===== src/rtl/multi_edge_detector.sv =====
// multi_edge_detector: N-channel dual-edge detector.
// Each channel has a level synchroniser, a 5-state Moore FSM that turns a
// synchronised level change into a one-cycle rise/fall pulse, a mode-gated
// tick, and a sticky pending flag feeding a registered interrupt line.
// Optional glitch filter between synchroniser and FSM: define MEDGE_FILTER_EN.
module multi_edge_detector #(
  parameter int N_CH        = 4,
  parameter int SYNC_STAGES = 2,
  parameter int FILTER_LEN  = 4
) (
  input  logic              clk,
  input  logic              reset,
  input  logic [N_CH-1:0]   level,
  input  logic [2*N_CH-1:0] mode,
  input  logic [N_CH-1:0]   clr,
  input  logic [N_CH-1:0]   irq_mask,
  output logic              ready,
  output logic [N_CH-1:0]   rise,
  output logic [N_CH-1:0]   fall,
  output logic [N_CH-1:0]   tick,
  output logic [N_CH-1:0]   pending,
  output logic              irq
);

  localparam int CNT_W = $clog2(SYNC_STAGES) + 1;

  localparam logic [2:0] ST_INIT      = 3'd0;
  localparam logic [2:0] ST_ZERO      = 3'd1;
  localparam logic [2:0] ST_EDGE_UP   = 3'd2;
  localparam logic [2:0] ST_ONE       = 3'd3;
  localparam logic [2:0] ST_EDGE_DOWN = 3'd4;

  if (N_CH < 1) begin : g_bad_n_ch
    $error("N_CH must be >= 1");
  end
  if (SYNC_STAGES < 2) begin : g_bad_sync
    $error("SYNC_STAGES must be >= 2");
  end
  if (FILTER_LEN < 1) begin : g_bad_filter
    $error("FILTER_LEN must be >= 1");
  end

  logic [CNT_W-1:0] init_cnt;
  logic             init_load;

  // The last init count is the cycle where every FSM takes its starting level.
  assign init_load = !ready && (init_cnt == CNT_W'(SYNC_STAGES - 1));

  // Init counter: let the synchronisers fill before any FSM leaves INIT.
  always_ff @(posedge clk or posedge reset) begin
    if (reset) begin
      init_cnt <= '0;
      ready    <= 1'b0;
    end else if (!ready) begin
      init_cnt <= init_cnt + CNT_W'(1);
      if (init_load) ready <= 1'b1;
    end
  end

  for (genvar i = 0; i < N_CH; i++) begin : g_ch
    logic [SYNC_STAGES-1:0] sync_q;
    logic                   s_level;
    logic                   s_next;
    logic                   fsm_in;
    logic [2:0]             state;
    logic [2:0]             state_next;

    assign s_level = sync_q[SYNC_STAGES-1];
    // Value entering the last synchroniser flop; loading from it makes the FSM
    // agree with s_level right after init, so the initial level never shows as an edge.
    assign s_next  = sync_q[SYNC_STAGES-2];

    // Synchroniser shift chain for the asynchronous board level.
    always_ff @(posedge clk or posedge reset) begin
      if (reset) sync_q <= '0;
      else       sync_q <= {sync_q[SYNC_STAGES-2:0], level[i]};
    end

`ifdef MEDGE_FILTER_EN
    localparam int FCNT_W = $clog2(FILTER_LEN) + 1;
    logic              f_level;
    logic [FCNT_W-1:0] f_cnt;

    // Glitch filter: follow s_level only after FILTER_LEN consecutive differing cycles.
    always_ff @(posedge clk or posedge reset) begin
      if (reset) begin
        f_level <= 1'b0;
        f_cnt   <= '0;
      end else if (init_load) begin
        f_level <= s_next;
        f_cnt   <= '0;
      end else if (s_level != f_level) begin
        if (f_cnt == FCNT_W'(FILTER_LEN - 1)) begin
          f_level <= s_level;
          f_cnt   <= '0;
        end else begin
          f_cnt <= f_cnt + FCNT_W'(1);
        end
      end else begin
        f_cnt <= '0;
      end
    end

    assign fsm_in = f_level;
`else
    assign fsm_in = s_level;
`endif

    // Next-state logic; EDGE states always pass through ONE/ZERO so events are >= 2 cycles apart.
    always_comb begin
      state_next = state;
      case (state)
        ST_INIT:      if (init_load) state_next = s_next ? ST_ONE : ST_ZERO;
        ST_ZERO:      if (fsm_in)    state_next = ST_EDGE_UP;
        ST_EDGE_UP:                  state_next = ST_ONE;
        ST_ONE:       if (!fsm_in)   state_next = ST_EDGE_DOWN;
        ST_EDGE_DOWN:                state_next = ST_ZERO;
        default:                     state_next = ST_INIT;
      endcase
    end

    // Channel state register.
    always_ff @(posedge clk or posedge reset) begin
      if (reset) state <= ST_INIT;
      else       state <= state_next;
    end

    assign rise[i] = (state == ST_EDGE_UP);
    assign fall[i] = (state == ST_EDGE_DOWN);
    assign tick[i] = (rise[i] & mode[2*i]) | (fall[i] & mode[2*i+1]);
  end

  // Sticky pending flags: a new tick beats a simultaneous clear.
  always_ff @(posedge clk or posedge reset) begin
    if (reset) pending <= '0;
    else       pending <= (pending & ~clr) | tick;
  end

  // Registered interrupt, one cycle behind pending and irq_mask.
  always_ff @(posedge clk or posedge reset) begin
    if (reset) irq <= 1'b0;
    else       irq <= |(pending & irq_mask);
  end

endmodule


===== config.mk =====
export PLATFORM = sky130hd
export DESIGN_NAME = multi_edge_detector
export DESIGN_NICKNAME = d
export VERILOG_FILES = /design/src/rtl/multi_edge_detector.sv
export SDC_FILE = /design/constraint.sdc
export NUM_CORES = 1
export LEC_CHECK = 0
export CAP_MARGIN = 30
export CORE_MARGIN = 2
export CORE_UTILIZATION = 44
export DETAILED_ROUTE_END_ITERATION = 8
export PLACE_DENSITY = 0.77
export SYNTH_ARGS = -nofsm -noshare
export SYNTH_HDL_FRONTEND = slang
export SYNTH_SLANG_ARGS = --single-unit

===== constraint.sdc =====
create_clock -name clk -period 1.8 [get_ports clk]
set_input_delay 0.36 -clock clk [delete_from_list [all_inputs] [get_ports clk]]
set_output_delay 0.36 -clock clk [all_outputs]
set_load 0.03 [all_outputs]

[Word level (Yosys, flattened, before mapping)]
Index checks and enable logic that the tools add are counted.
Word-level totals
  bits in registers: 28
  output and inout bits: 18
Cells by class
  $add $sub $neg: 1
  eq/ne operators: 29
  mux-type cells: 22
  bitwise logic cells: 16
  reduce and logical (&&, ||, !) cells: 11
Operators with widths (number)
  3-bit one-hot mux with 5 select lines: 4
  3-bit 2-to-1 mux: 12
  3-bit by 2-bit == test with 1-bit output (second input constant): 8
  2-bit inequality test (second input constant): 12
  3-bit by 1-bit == test with 1-bit output (second input constant): 4
  3-bit == test (second input constant): 4
  3-bit zero test: 4
  3-bit AND reduction: 4
  1-bit AND: 8
  4-bit AND: 2
  2-bit 2-to-1 mux: 4
  4-bit NOT: 1
  1-bit OR: 4
  4-bit OR: 1
  4-bit OR reduction: 1
  2-bit by 1-bit adder with 2-bit output (second input constant): 1
  2-bit by 1-bit == test with 1-bit output (second input constant): 1
  1-bit 2-to-1 mux: 2
  1-bit logical AND: 1
  1-bit zero test: 1

[Logic depth before layout (Yosys ltp)]
Gate-level depths: netlist (run 1).
  depth in word-level cells: 4
  gate-level depth with buffers: 5
  depth with buffers taken out: 5

[Worst setup path after synthesis (run 1)]
No wires, ideal clock.
  path type: register to output
  start point: register g_ch[0].state[0]
  end point: output port fall[0]
  arrival: 1.174 ns
  setup slack: 0.266 ns
  stages on the path, launching flop included: 2
  cell sequence: dfrtp_1 nor3b_1
On the way
  word-level cells in the longest chain between the ends: 1
Ends and longest elaborated chain
  start: declaration: RTL line 65  | logic [2:0] state;
  start signal: assignment: RTL line 125  | else state <= state_next;
  3-bit == test: RTL line 129  | assign fall[i] = (state == ST_EDGE_DOWN);
  end: declaration: RTL line 19  | output logic [N_CH-1:0] fall,
No other way between the ends.

[Worst setup path after layout (run 1)]
  start point: register g_ch[1].state[2]
  end point: output port tick[1]
On the way
  word-level cells in the longest chain between the ends: 3
  elaborated cells between the ends (all ways): 5
Ends and longest elaborated chain
  start: declaration: RTL line 65
  start signal: assignment: RTL line 125
  3-bit by 2-bit == test with 1-bit output or 3-bit == test (tied branches): RTL line 128, 129
  1-bit AND: RTL line 130  | assign tick[i] = (rise[i] & mode[2*i]) | (fall[i] & mode[2*i+1]);
  1-bit OR (*): RTL line 130
  end: declaration: RTL line 20  | output logic [N_CH-1:0] tick,
Mark *: on every way between the ends. The rest lies on a longest branch, timed or not.

==> results by group, run 1 <==
Status
  • Run status: completed

Route
  • Number of design-rule violations left by the first detailed-router iteration: 12
  • Count of unresolved DRC violations after routing: 0
  • Vias after detailed routing: 1028
  • Routed length per instance: 13.89 um
  • DRT Wirelength: 2695 um
  • Number of routed nets with antenna violations: 0
  • Initial DRT Pass Iterations: 4
  • Routed vias/inst: 5.299

Logic synthesis
  • Synth Instances: 107
  • Proportion of synthesized chip area in sequential cells: 0.5864
  • Netlist Area Pre-Place: 0.001195 mm2
  • Cell types with the highest counts after synthesis: 28 x sky130_fd_sc_hd__dfrtp_1, 9 x sky130_fd_sc_hd__o21ai_0, 8 x sky130_fd_sc_hd__nand3b_1
  • Area share of the largest cell type after synthesis: 0.5864
  • Number of nets in the synthesized netlist: 130
  • Number of enable flip-flop cells after synthesis: 0
  • Synthesis Warnings: 0
  • Library cell occupying the most area in the post-synthesis netlist: sky130_fd_sc_hd__dfrtp_1
  • Cell types occupying the most area after synthesis: sky130_fd_sc_hd__dfrtp_1 59%, sky130_fd_sc_hd__nand3b_1 5.0%, sky130_fd_sc_hd__nor3b_1 4.4%, sky130_fd_sc_hd__o21ai_0 3.8%, sky130_fd_sc_hd__nor2b_1 3.1%
  • Most frequently used flop master after synthesis: sky130_fd_sc_hd__dfrtp_1
  • Top-count cell post-synth: sky130_fd_sc_hd__dfrtp_1
  • Fraction of synthesis flops using an asynchronous set or reset pin: 1.000
  • Post-synthesis sequential element count: 28
  • Number of different library cells in the post-synthesis netlist: 21
  • Mean cell area of the mapped netlist: 11.17 um2

Clocking
  • Worst-path clk slew: 0.14 ns
  • Number of buffers created by CTS: 3
  • TritonCTS clock tree: yes
  • Clock latency on the worst-skew pair: 0.32 ns
  • Number of hold buffers added after CTS: 0
  • Number of buffers between clock root and the deepest sink: 2
  • Master cell of the clock root buffer: sky130_fd_sc_hd__clkbuf_4
  • Number of H-tree levels: 1
  • Clock tree sinks: 28

Finish
  • Layout cells sized above 1: 0.2256
  • Final core occ: 0.6999
  • Number of filler instances in the final layout: 195
  • Area overhead of the layout relative to synthesis: 47.75%
  • Nets@finish: 188
  • Area occupied by multi-input gates: 486.7 um2
  • Finished Cell Area: 0.001765 mm2
  • Final instance count without filler cells: 194
  • Reg area: 701.9 um2
  • Antenna diode instance count: 0

Setup path
  • RR Startpoint: init_cnt[0]
  • Kind of start point of the critical path: flop
  • Data arrival time of the critical path: 1.42 ns
  • Reg-to-reg slack, setup: 0.30 ns
  • Logic depth of the worst register-to-register path: 4
  • Critical Path Fanout Max: 6
  • Crit Path Category: flop to output pin
  • Endpoint of the most critical register-to-register path: g_ch[2].state[0]
  • Nature of the critical path endpoint: output pin
  • Data required time at the worst endpoint: 1.44 ns

STA
  • Number of hold violations in the final report: 0
  • Tightest Pin Transition: 0.3476 ns
  • Worst Hold Slack: 0.3891 ns
  • Unrepaired setup endpoints after global routing: yes
  • Final Max Tran Viols: 0
  • Minimum clock period: 1.779 ns
  • Upper clock frequency limit: 562.2 MHz
  • Rel. slew slack: 0.7683
  • Period utilization: 0.9882
  • Post-Route Skew: 0.004007 ns
  • Setup violators final: 0

Die
  • Cell row count: 18
  • Area of the core region: 0.002522 mm2
  • Number of top-level pins: 40
  • Starting Density: 0.4737
  • Width of the die: 56.11 um
  • Area of the die: 0.003148 mm2
  • Vert. Die Dim: 56.11 um

Global route
  • Pin count of the biggest net entering global routing: 29
  • Overall Global Routing Usage: 0.1889
  • Initial antenna violation count: 0
  • Number of global-route vias before repair: 1082
  • First-pass GRT wire length: 4740 um
  • Final global-route overflow total: 0

Pwr
  • NetSw: 1038 uW
  • Total power density per cell area: 1476 mW/mm2
  • Static leakage: 0.0008729 uW
  • Sequential group share of total power: 0.390
  • Comb power frac: 0.496
  • Clk network pwr share: 0.115
  • Design internal power: 1568 uW
  • Worst ir drop on vdd: 1.030 mV
  • Net switching share of the total power: 0.3983

Placement
  • Total placed cells including tap cells: 186
  • Dpl hpwl: 1962 um
  • Number of input and output port buffers inserted: 39
  • RD Place Congestion: 0.7331
  • Cell area reported after detailed placement: 0.001688 mm2

Min path
  • Classification of the worst-slack hold path: input port to async pin

Flow run
  • Max-capacitance violation count: 0
[repair_timing]
item	in CTS	in global routing
setup endpoints to repair	12	16
gates cloned	0	0
buffers inserted	2	2
resized for setup	16	31
pin swaps	1	3
[power groups by stage]
stage                     registers [uW]  logic, uW  clock network (uW)
after floorplan                     1130        579                   0
after global placement              1000       1220                   0
after detailed placement            1020       1260                   0
after CTS                           1010       1260                 312
after global routing                1050       1390                 340
final                               1020       1290                 299
[cell usage in the layout, fill, tap and decap left out]
cell type,instances
sky130_fd_sc_hd__dfrtp_1,27
sky130_fd_sc_hd__or4_1,4
sky130_fd_sc_hd__nor2b_1,6
sky130_fd_sc_hd__nand2b_1,4
sky130_fd_sc_hd__nor3b_1,7
sky130_fd_sc_hd__a21oi_2,4
sky130_fd_sc_hd__a22oi_1,2
sky130_fd_sc_hd__or2_2,1
sky130_fd_sc_hd__buf_6,7
sky130_fd_sc_hd__xnor2_1,1
sky130_fd_sc_hd__dfrtp_2,1
sky130_fd_sc_hd__nor2b_2,1
sky130_fd_sc_hd__nand3b_1,8
sky130_fd_sc_hd__ha_1,1
sky130_fd_sc_hd__clkbuf_4,3
sky130_fd_sc_hd__a21o_1,4
sky130_fd_sc_hd__nand2_1,2
sky130_fd_sc_hd__clkbuf_2,7
sky130_fd_sc_hd__nor3_1,4
sky130_fd_sc_hd__dlymetal6s2s_1,4
sky130_fd_sc_hd__clkdlybuf4s50_1,22
sky130_fd_sc_hd__clkbuf_8,1
sky130_fd_sc_hd__a211oi_1,4
sky130_fd_sc_hd__buf_2,1
sky130_fd_sc_hd__dlygate4sd2_1,1
sky130_fd_sc_hd__and2b_1,3
sky130_fd_sc_hd__inv_1,6
sky130_fd_sc_hd__buf_4,11
sky130_fd_sc_hd__and3_1,4
sky130_fd_sc_hd__o21ai_0,9
sky130_fd_sc_hd__nor2_1,4
[metal layers]
| layer | part of all wire | track usage |
|---|---|---|
| met1 | 0.42 | 0.2428 |
| met5 | 0 | 0 |
| met4 | 0.016 | 0.06122 |
| met3 | 0.058 | 0.04186 |
| met2 | 0.51 | 0.3160 |
[metrics by stage]
stage	worst slack, ns	total power [uW]	TNS, ns
6_report	0.02128	2606	0
5_1_grt	-0.04919	2782	-0.1015
4_1_cts	0.0006886	2583	0
3_5_place_dp	0.05353	2278	0
3_3_place_gp	0.06604	2227	0
2_1_floorplan	0.2657	1705	0
[registers in the layout, summed over array words and instances, names as in the netlist]
name and count:
irq 1, init_cnt 2, pending 4, g_ch.state 12, ready 1, g_ch.sync_q 8
[cell type report]
type / count / area share
flip-flops and latches: 28 / 0.3976
multi-input cells: 73 / 0.2757
inverters: 6 / 0.01276
repair buffers: 53 / 0.2721
well taps: 30 / 0.02126
clock buffers: 4 / 0.02055
[worst max path at each step]
| stage | slack, ns | depth (start not counted) | endpoint | start |
|---|---|---|---|---|
| 6_report | 0.02 | 4 | tick[1] | g_ch[1].state[2] |
| 2_1_floorplan | 0.27 | 1 | fall[0] | g_ch[0].state[0] |
| 5_1_grt | -0.05 | 4 | tick[1] | g_ch[1].state[2] |
| 3_5_place_dp | 0.05 | 4 | tick[1] | mode[2] |
| 4_1_cts | 0.0007 | 1 | pending[0] | pending[0] |
| 3_3_place_gp | 0.07 | 4 | tick[1] | mode[2] |
[kinds of logic (layout without fill, tap and decap cells)]
kind of cell,after synthesis,count (layout),share of synthesized area
fa+ha+maj,1,1,0.01047
flops,28,28,0.5864
simple gates,48,48,0.2597
xor+xnor,1,1,0.007331
compound gates,23,23,0.1173
buf+inv,6,63,0.01885
[worst max-delay path, cell delays in order (launching register included)]
cell                       delay (ns)
sky130_fd_sc_hd__dfrtp_1         0.42
sky130_fd_sc_hd__buf_6           0.13
sky130_fd_sc_hd__nand3b_1        0.18
sky130_fd_sc_hd__a21oi_2         0.21
sky130_fd_sc_hd__buf_6           0.16
(Power assumes the default switching activity.)
==> inputs of run 2 (changes only) <==
CORE_UTILIZATION = 40   (was 44)
PLACE_DENSITY = 0.71   (was 0.77)
==> results by group, run 2 (synthesis results as in run 1) <==
Global route
  • Global routing usage on met1: 0.1951 (was 0.2428)
  • GR Util met2: 0.2809 (was 0.3160)
  • Final global-route overflow total: 0 (unchanged)
  • First-pass GRT wire length: 4202 um (was 4740 um)
  • Number of global-route vias before repair: 1032 (was 1082)
  • Overall Global Routing Usage: 0.1597 (was 0.1889)
  • Initial antenna violation count: 0 (unchanged)
  • GR peak layer: met2 (unchanged)
  • Pin count of the biggest net entering global routing: 22 (was 29)
  • Routing usage on met3: 0.03077 (was 0.04186)

Die
  • Width of the die: 58.66 um (was 56.11 um)
  • Number of top-level pins: 40 (unchanged)
  • Area of the die: 0.003440 mm2 (was 0.003148 mm2)
  • Cell row count: 19 (was 18)
  • Starting Density: 0.4260 (was 0.4737)
  • Area of the core region: 0.002805 mm2 (was 0.002522 mm2)
  • Vert. Die Dim: 58.66 um (was 56.11 um)

Finish
  • Number of filler instances in the final layout: 235 (was 195)
  • Commonest non-fill, non-tap cells in the layout: 26 x sky130_fd_sc_hd__dfrtp_1, 22 x sky130_fd_sc_hd__clkdlybuf4s50_1, 14 x sky130_fd_sc_hd__buf_4 (was 27 x sky130_fd_sc_hd__dfrtp_1, 22 x sky130_fd_sc_hd__clkdlybuf4s50_1, 11 x sky130_fd_sc_hd__buf_4)
  • Nets@finish: 186 (was 188)
  • Top Registers: g_ch.state (12), g_ch.sync_q (8), pending (4) (unchanged)
  • Final instance count without filler cells: 193 (was 194)
  • Number of flip-flops in the largest register: 12 (unchanged)
  • Area overhead of the layout relative to synthesis: 45.13% (was 47.75%)
  • Antenna diode instance count: 0 (unchanged)
  • Layout cells sized above 1: 0.2222 (was 0.2256)
  • Most common library cell in the layout ignoring fill and taps: sky130_fd_sc_hd__dfrtp_1 (unchanged)
  • Register name with the most flops: g_ch.state (unchanged)

Route
  • Routed vias/inst: 5.187 (was 5.299)
  • DRT Wirelength: 2526 um (was 2695 um)
  • Count of unresolved DRC violations after routing: 4 (was 0)
  • Initial DRT Pass Iterations: 6 (was 4)
  • Routed length per instance: 13.09 um (was 13.89 um)
  • Number of design-rule violations left by the first detailed-router iteration: 24 (was 12)
  • Number of routed nets with antenna violations: 0 (unchanged)
  • Vias after detailed routing: 1001 (was 1028)

Placement
  • RD Place Congestion: 0.8086 (was 0.7331)
  • Number of input and output port buffers inserted: 39 (unchanged)
  • Dpl hpwl: 1918 um (was 1962 um)
  • Total placed cells including tap cells: 187 (was 186)
  • Worst slack, placed: 0.06604 ns (was 0.05353 ns)

Clocking
  • Master cell of the clock root buffer: sky130_fd_sc_hd__clkbuf_4 (unchanged)
  • Number of H-tree levels: 1 (unchanged)
  • Number of buffers created by CTS: 3 (unchanged)
  • Clock latency on the worst-skew pair: 0.33 ns (was 0.32 ns)
  • Clock tree sinks: 28 (unchanged)
  • Worst-path clk slew: 0.15 ns (was 0.14 ns)
  • Number of buffers between clock root and the deepest sink: 2 (unchanged)
  • TritonCTS clock tree: yes (unchanged)

STA
  • Period utilization: 0.9964 (was 0.9882)
  • Number of hold violations in the final report: 0 (unchanged)
  • Upper clock frequency limit: 557.6 MHz (was 562.2 MHz)
  • Minimum setup slack in the final design: 0.006451 ns (was 0.02128 ns)
  • Rel. slew slack: 0.7776 (was 0.7683)
  • Minimum clock period: 1.794 ns (was 1.779 ns)
  • Post-Route Skew: 0.007502 ns (was 0.004007 ns)
  • Tightest Pin Transition: 0.3331 ns (was 0.3476 ns)
  • Final Max Tran Viols: 0 (unchanged)
  • Setup violators final: 0 (unchanged)
  • Unrepaired setup endpoints after global routing: yes (unchanged)

Min path
  • Classification of the worst-slack hold path: input port to async pin (unchanged)

Setup path
  • Data required time at the worst endpoint: 1.44 ns (about the same)
  • Reg-to-reg slack, setup: 0.30 ns (about the same)
  • Nature of the critical path endpoint: output pin (unchanged)
  • Top delay family on crit path: flip-flops (unchanged)
  • Cell repeated most along the worst path: sky130_fd_sc_hd__buf_6 (unchanged)
  • Kind of start point of the critical path: flop (unchanged)
  • Crit path buf inv count: 2 (unchanged)
  • Ordered cell list for the critical path: buf_6, nand3b_1, a21oi_2, buf_6 (unchanged)
  • Critical Path Fanout Max: 3 (was 6)
  • Crit Path Category: flop to output pin (unchanged)
  • Master of the slowest instance on the critical path: sky130_fd_sc_hd__dfrtp_1 (unchanged)
  • Worst path max stage delay: 0.45 ns (was 0.42 ns)
  • Data arrival time of the critical path: 1.43 ns (was 1.42 ns)

Pwr
  • Total power density per cell area: 1480 mW/mm2 (was 1476 mW/mm2)
  • Static leakage: 0.0008547 uW (was 0.0008729 uW)
  • Worst ir drop on vdd: 0.6557 mV (was 1.030 mV)

Status
  • Violated checks: DRC
  • Run status: finished with violations (was completed)

Flow run
  • Max-capacitance violation count: 0 (unchanged)
-- run 2: changes by cell type in the layout (fill, tap and decap cells not counted) --
cell                       before  now
sky130_fd_sc_hd__buf_2          1    0
sky130_fd_sc_hd__buf_4         11   14
sky130_fd_sc_hd__buf_6          7    2
sky130_fd_sc_hd__dfrtp_2        1    2
sky130_fd_sc_hd__clkbuf_2       7    8
sky130_fd_sc_hd__dfrtp_1       27   26
-- run 2: path summary, 6_finish.rpt --
kind                              startpoint                end  cells after the start
setup / recovery            g_ch[1].state[1]            tick[1]                      4
hold / removal                         reset         pending[3]                      2
setup reg to reg                 init_cnt[0]   g_ch[3].state[0]                      4
hold reg to reg            g_ch[3].sync_q[0]  g_ch[3].sync_q[1]                      0
max in group asynchronous              reset         pending[1]                      3
min in group clk           g_ch[3].sync_q[0]  g_ch[3].sync_q[1]                      0
-- run 2: power breakdown --
part	total [uW]	internal, uW	switching (uW)	leakage [uW]
logic	1250	604	642	0.000500
clock network	303	124	179	0.0000210
registers	1020	818	201	0.000334
-- run 2: stage by stage --
stage | hold slack [ns] | utilization | total power (uW) | instance area, um2 | TNS [ns]
3_5_place_dp | 0.3670 | 0.6021 | 2278 | 1689 | 0
2_1_floorplan | 0.3545 | - | 1705 | 1195 | 0
5_1_grt | 0.2736 | 0.6182 | 2742 | 1734 | -0.07622
4_1_cts | 0.2461 | 0.6218 | 2591 | 1744 | -0.02275
6_report | 0.2547 | 0.6182 | 2567 | 1734 | 0
3_3_place_gp | 0.3631 | 0.6021 | 2221 | 1689 | 0
-- run 2: worst reg2reg max path: cells and delay by family (launching register included) --
kind	cells	cell delay [ns]
adders and majority gates	1	0.21
and+or+nand+nor	3	0.77
DFF	1	0.42
-- run 2: timing repair --
action / 4_1_cts / 5_1_grt
hold buffers: 0 / 0
pin swaps: 1 / 2
setup buffers: 2 / 0
endpoints found under the setup margin: 10 / 16
hold endpoints to repair: 0 / 0
resized for setup: 15 / 26
-- run 2: area by class of cell --
class	instances	area [um2]	share of cell area
flip-flops and latches	28	703.2	0.4055
inverters	6	22.52	0.01299
repair buffers	51	446.7	0.2576
multi-input cells	73	486.7	0.2807
clock buffers	4	36.28	0.02092
well taps	31	38.79	0.02237
-- run 2: metal layers --
| layer | routed length (um) | up-vias |
|---|---|---|
| li1 | - | 492 |
| met1 | 1071 | 476 |
| met2 | 1227 | 29 |
| met3 | 204 | 4 |
| met4 | 23 | 0 |
| met5 | 0 | - |
==> inputs of run 3 (changes only) <==
ABC_AREA = 0   (was not set)
SETUP_SLACK_MARGIN = 0.1   (was not set)
==> results by group, run 3 (synthesis results as in run 1) <==
Clocking
  • Number of buffers created by CTS: 3 (unchanged)
  • Clock tree sinks: 28 (unchanged)
  • Worst-path clk slew: 0.14 ns (was 0.15 ns)
  • Master cell of the clock root buffer: sky130_fd_sc_hd__clkbuf_4 (unchanged)
  • Number of H-tree levels: 1 (unchanged)
  • Number of hold buffers added after CTS: 0 (unchanged)
  • TritonCTS clock tree: yes (unchanged)
  • Clock latency on the worst-skew pair: 0.32 ns (was 0.33 ns)
  • Number of buffers between clock root and the deepest sink: 2 (unchanged)

Finish
  • Top Registers: g_ch.state (12), g_ch.sync_q (8), pending (4) (unchanged)
  • Finished Cell Area: 0.001792 mm2 (was 0.001734 mm2)
  • Nets@finish: 192 (was 186)
  • Antenna diode instance count: 0 (unchanged)
  • Number of filler instances in the final layout: 233 (was 235)
  • Number of flip-flops in the largest register: 12 (unchanged)
  • Commonest non-fill, non-tap cells in the layout: 26 x sky130_fd_sc_hd__dfrtp_1, 21 x sky130_fd_sc_hd__clkdlybuf4s50_1, 20 x sky130_fd_sc_hd__buf_4 (was 26 x sky130_fd_sc_hd__dfrtp_1, 22 x sky130_fd_sc_hd__clkdlybuf4s50_1, 14 x sky130_fd_sc_hd__buf_4)
  • Register name with the most flops: g_ch.state (unchanged)
  • Area overhead of the layout relative to synthesis: 49.95% (was 45.13%)
  • Most common library cell in the layout ignoring fill and taps: sky130_fd_sc_hd__dfrtp_1 (unchanged)
  • Layout cells sized above 1: 0.2619 (was 0.2222)

STA
  • Minimum clock period: 1.765 ns (was 1.794 ns)
  • Setup violators final: 0 (unchanged)
  • Number of hold violations in the final report: 0 (unchanged)
  • Period utilization: 0.9805 (was 0.9964)
  • Final total negative setup slack: 0 ns (unchanged)
  • Final Max Tran Viols: 0 (unchanged)
  • Tightest Pin Transition: 0.3296 ns (was 0.3331 ns)
  • Unrepaired setup endpoints after global routing: yes (unchanged)
  • Post-Route Skew: 0.003934 ns (was 0.007502 ns)
  • Rel. slew slack: 0.7792 (was 0.7776)
  • Upper clock frequency limit: 566.6 MHz (was 557.6 MHz)
  • Minimum setup slack in the final design: 0.03512 ns (was 0.006451 ns)

Global route
  • Initial antenna violation count: 0 (unchanged)
  • Pin count of the biggest net entering global routing: 22 (unchanged)
  • GR Util met2: 0.2857 (was 0.2809)
  • First-pass GRT wire length: 4291 um (was 4202 um)
  • Global routing usage on met1: 0.2009 (was 0.1951)
  • Final global-route overflow total: 0 (unchanged)
  • Overall Global Routing Usage: 0.1630 (was 0.1597)
  • GR peak layer: met2 (unchanged)
  • Number of global-route vias before repair: 1054 (was 1032)
  • Routing usage on met3: 0.03077 (unchanged)

Pwr
  • Sequential group share of total power: 0.385 (was 0.397)
  • Total power density per cell area: 1477 mW/mm2 (was 1480 mW/mm2)
  • Worst ir drop on vdd: 0.6578 mV (was 0.6557 mV)
  • NetSw: 1043 uW (was 1022 uW)
  • Power consumption: 2647 uW (was 2567 uW)
  • Design internal power: 1603 uW (was 1545 uW)
  • Comb power frac: 0.503 (was 0.485)
  • Static leakage: 0.0008529 uW (was 0.0008547 uW)
  • Clk network pwr share: 0.112 (was 0.118)
  • Net switching share of the total power: 0.3943 (was 0.3980)

Route
  • Number of design-rule violations left by the first detailed-router iteration: 29 (was 24)
  • Vias after detailed routing: 1047 (was 1001)
  • Routed vias/inst: 5.261 (was 5.187)
  • Number of routed nets with antenna violations: 0 (unchanged)
  • Routed length per instance: 12.92 um (was 13.09 um)
  • Initial DRT Pass Iterations: 6 (unchanged)
  • DRT Wirelength: 2571 um (was 2526 um)
  • Count of unresolved DRC violations after routing: 4 (unchanged)

Setup path
  • Nature of the critical path endpoint: output pin (unchanged)
  • Endpoint of the most critical register-to-register path: g_ch[3].state[0] (unchanged)
  • Data required time at the worst endpoint: 1.44 ns (about the same)
  • RR Startpoint: init_cnt[0] (unchanged)
  • Kind of start point of the critical path: flop (unchanged)
  • Data arrival time of the critical path: 1.40 ns (was 1.43 ns)
  • Logic depth of the worst register-to-register path: 4 (unchanged)
  • Crit Path Category: flop to output pin (unchanged)
  • Reg-to-reg slack, setup: 0.30 ns (about the same)
  • Critical Path Fanout Max: 3 (unchanged)

Die
  • Area of the core region: 0.002805 mm2 (unchanged)
  • Area of the die: 0.003440 mm2 (unchanged)
  • Vert. Die Dim: 58.66 um (unchanged)
  • Number of top-level pins: 40 (unchanged)
  • Width of the die: 58.66 um (unchanged)
  • Starting Density: 0.4260 (unchanged)
  • Cell row count: 19 (unchanged)

Placement
  • Worst slack, placed: 0.06604 ns (unchanged)
  • Cell area reported after detailed placement: 0.001689 mm2 (unchanged)
  • RD Place Congestion: 0.8086 (unchanged)
  • Number of input and output port buffers inserted: 39 (unchanged)
  • Dpl hpwl: 1918 um (unchanged)

Min path
  • Classification of the worst-slack hold path: input port to async pin (unchanged)

Flow run
  • Max-capacitance violation count: 0 (unchanged)

Status
  • Run status: finished with violations (unchanged)
  • Violated checks: DRC (unchanged)
## run 3: layer usage
metal,wire length (um),share of wire
met4,23,0.0089
met1,1058,0.41
met5,0,0
met3,207,0.081
met2,1281,0.50
## run 3: timing repair
item / 4_1_cts / 5_1_grt
pin swaps: 1 / 4
buffers inserted: 5 / 3
gates resized for setup: 49 / 17
setup endpoints to repair: 17 / 9
cloned: 0 / 0
## run 3: worst max-delay path by stage
stage	slack [ns]	end	depth (start not counted)	start
2_1_floorplan	0.27	fall[0]	1	g_ch[0].state[0]
3_3_place_gp	0.09	tick[1]	4	mode[2]
3_5_place_dp	0.07	tick[1]	4	mode[2]
4_1_cts	0.01	rise[3]	3	g_ch[3].state[2]
5_1_grt	-0.05	tick[1]	4	g_ch[1].state[1]
6_report	0.04	tick[1]	4	g_ch[1].state[1]
## run 3: worst max-delay path, cell delays in order (launching register included)
cell                       delay, ns
sky130_fd_sc_hd__dfrtp_1        0.43
sky130_fd_sc_hd__buf_6          0.13
sky130_fd_sc_hd__nand3b_1       0.15
sky130_fd_sc_hd__a21oi_2        0.21
sky130_fd_sc_hd__buf_6          0.16
## run 3: power by group through the flow
stage | sequential (uW) | clock [uW] | combinational (uW)
after CTS | 1010 | 314 | 1280
final | 1020 | 297 | 1330
after global routing | 1050 | 346 | 1440
after global placement | 1010 | 0 | 1220
after detailed placement | 1020 | 0 | 1260
after floorplan | 1130 | 0 | 579
## run 3: per-stage QoR
step           instances    util  hold WS, ns
2_1_floorplan        107       -       0.3545
3_3_place_gp         187  0.6021       0.3631
3_5_place_dp         187  0.6021       0.3670
4_1_cts              196  0.6249       0.2460
5_1_grt              199  0.6387       0.2713
6_report             199  0.6387       0.2516
## run 3: final cells by class
| class | instances | area [um2] | area share |
|---|---|---|---|
| tap | 31 | 38.79 | 0.02165 |
| sequential | 28 | 703.2 | 0.3925 |
| inverter | 6 | 22.52 | 0.01257 |
| multi-input combinational | 73 | 496.7 | 0.2772 |
| clock buffer | 4 | 36.28 | 0.02025 |
| timing repair buffer | 57 | 494.2 | 0.2758 |
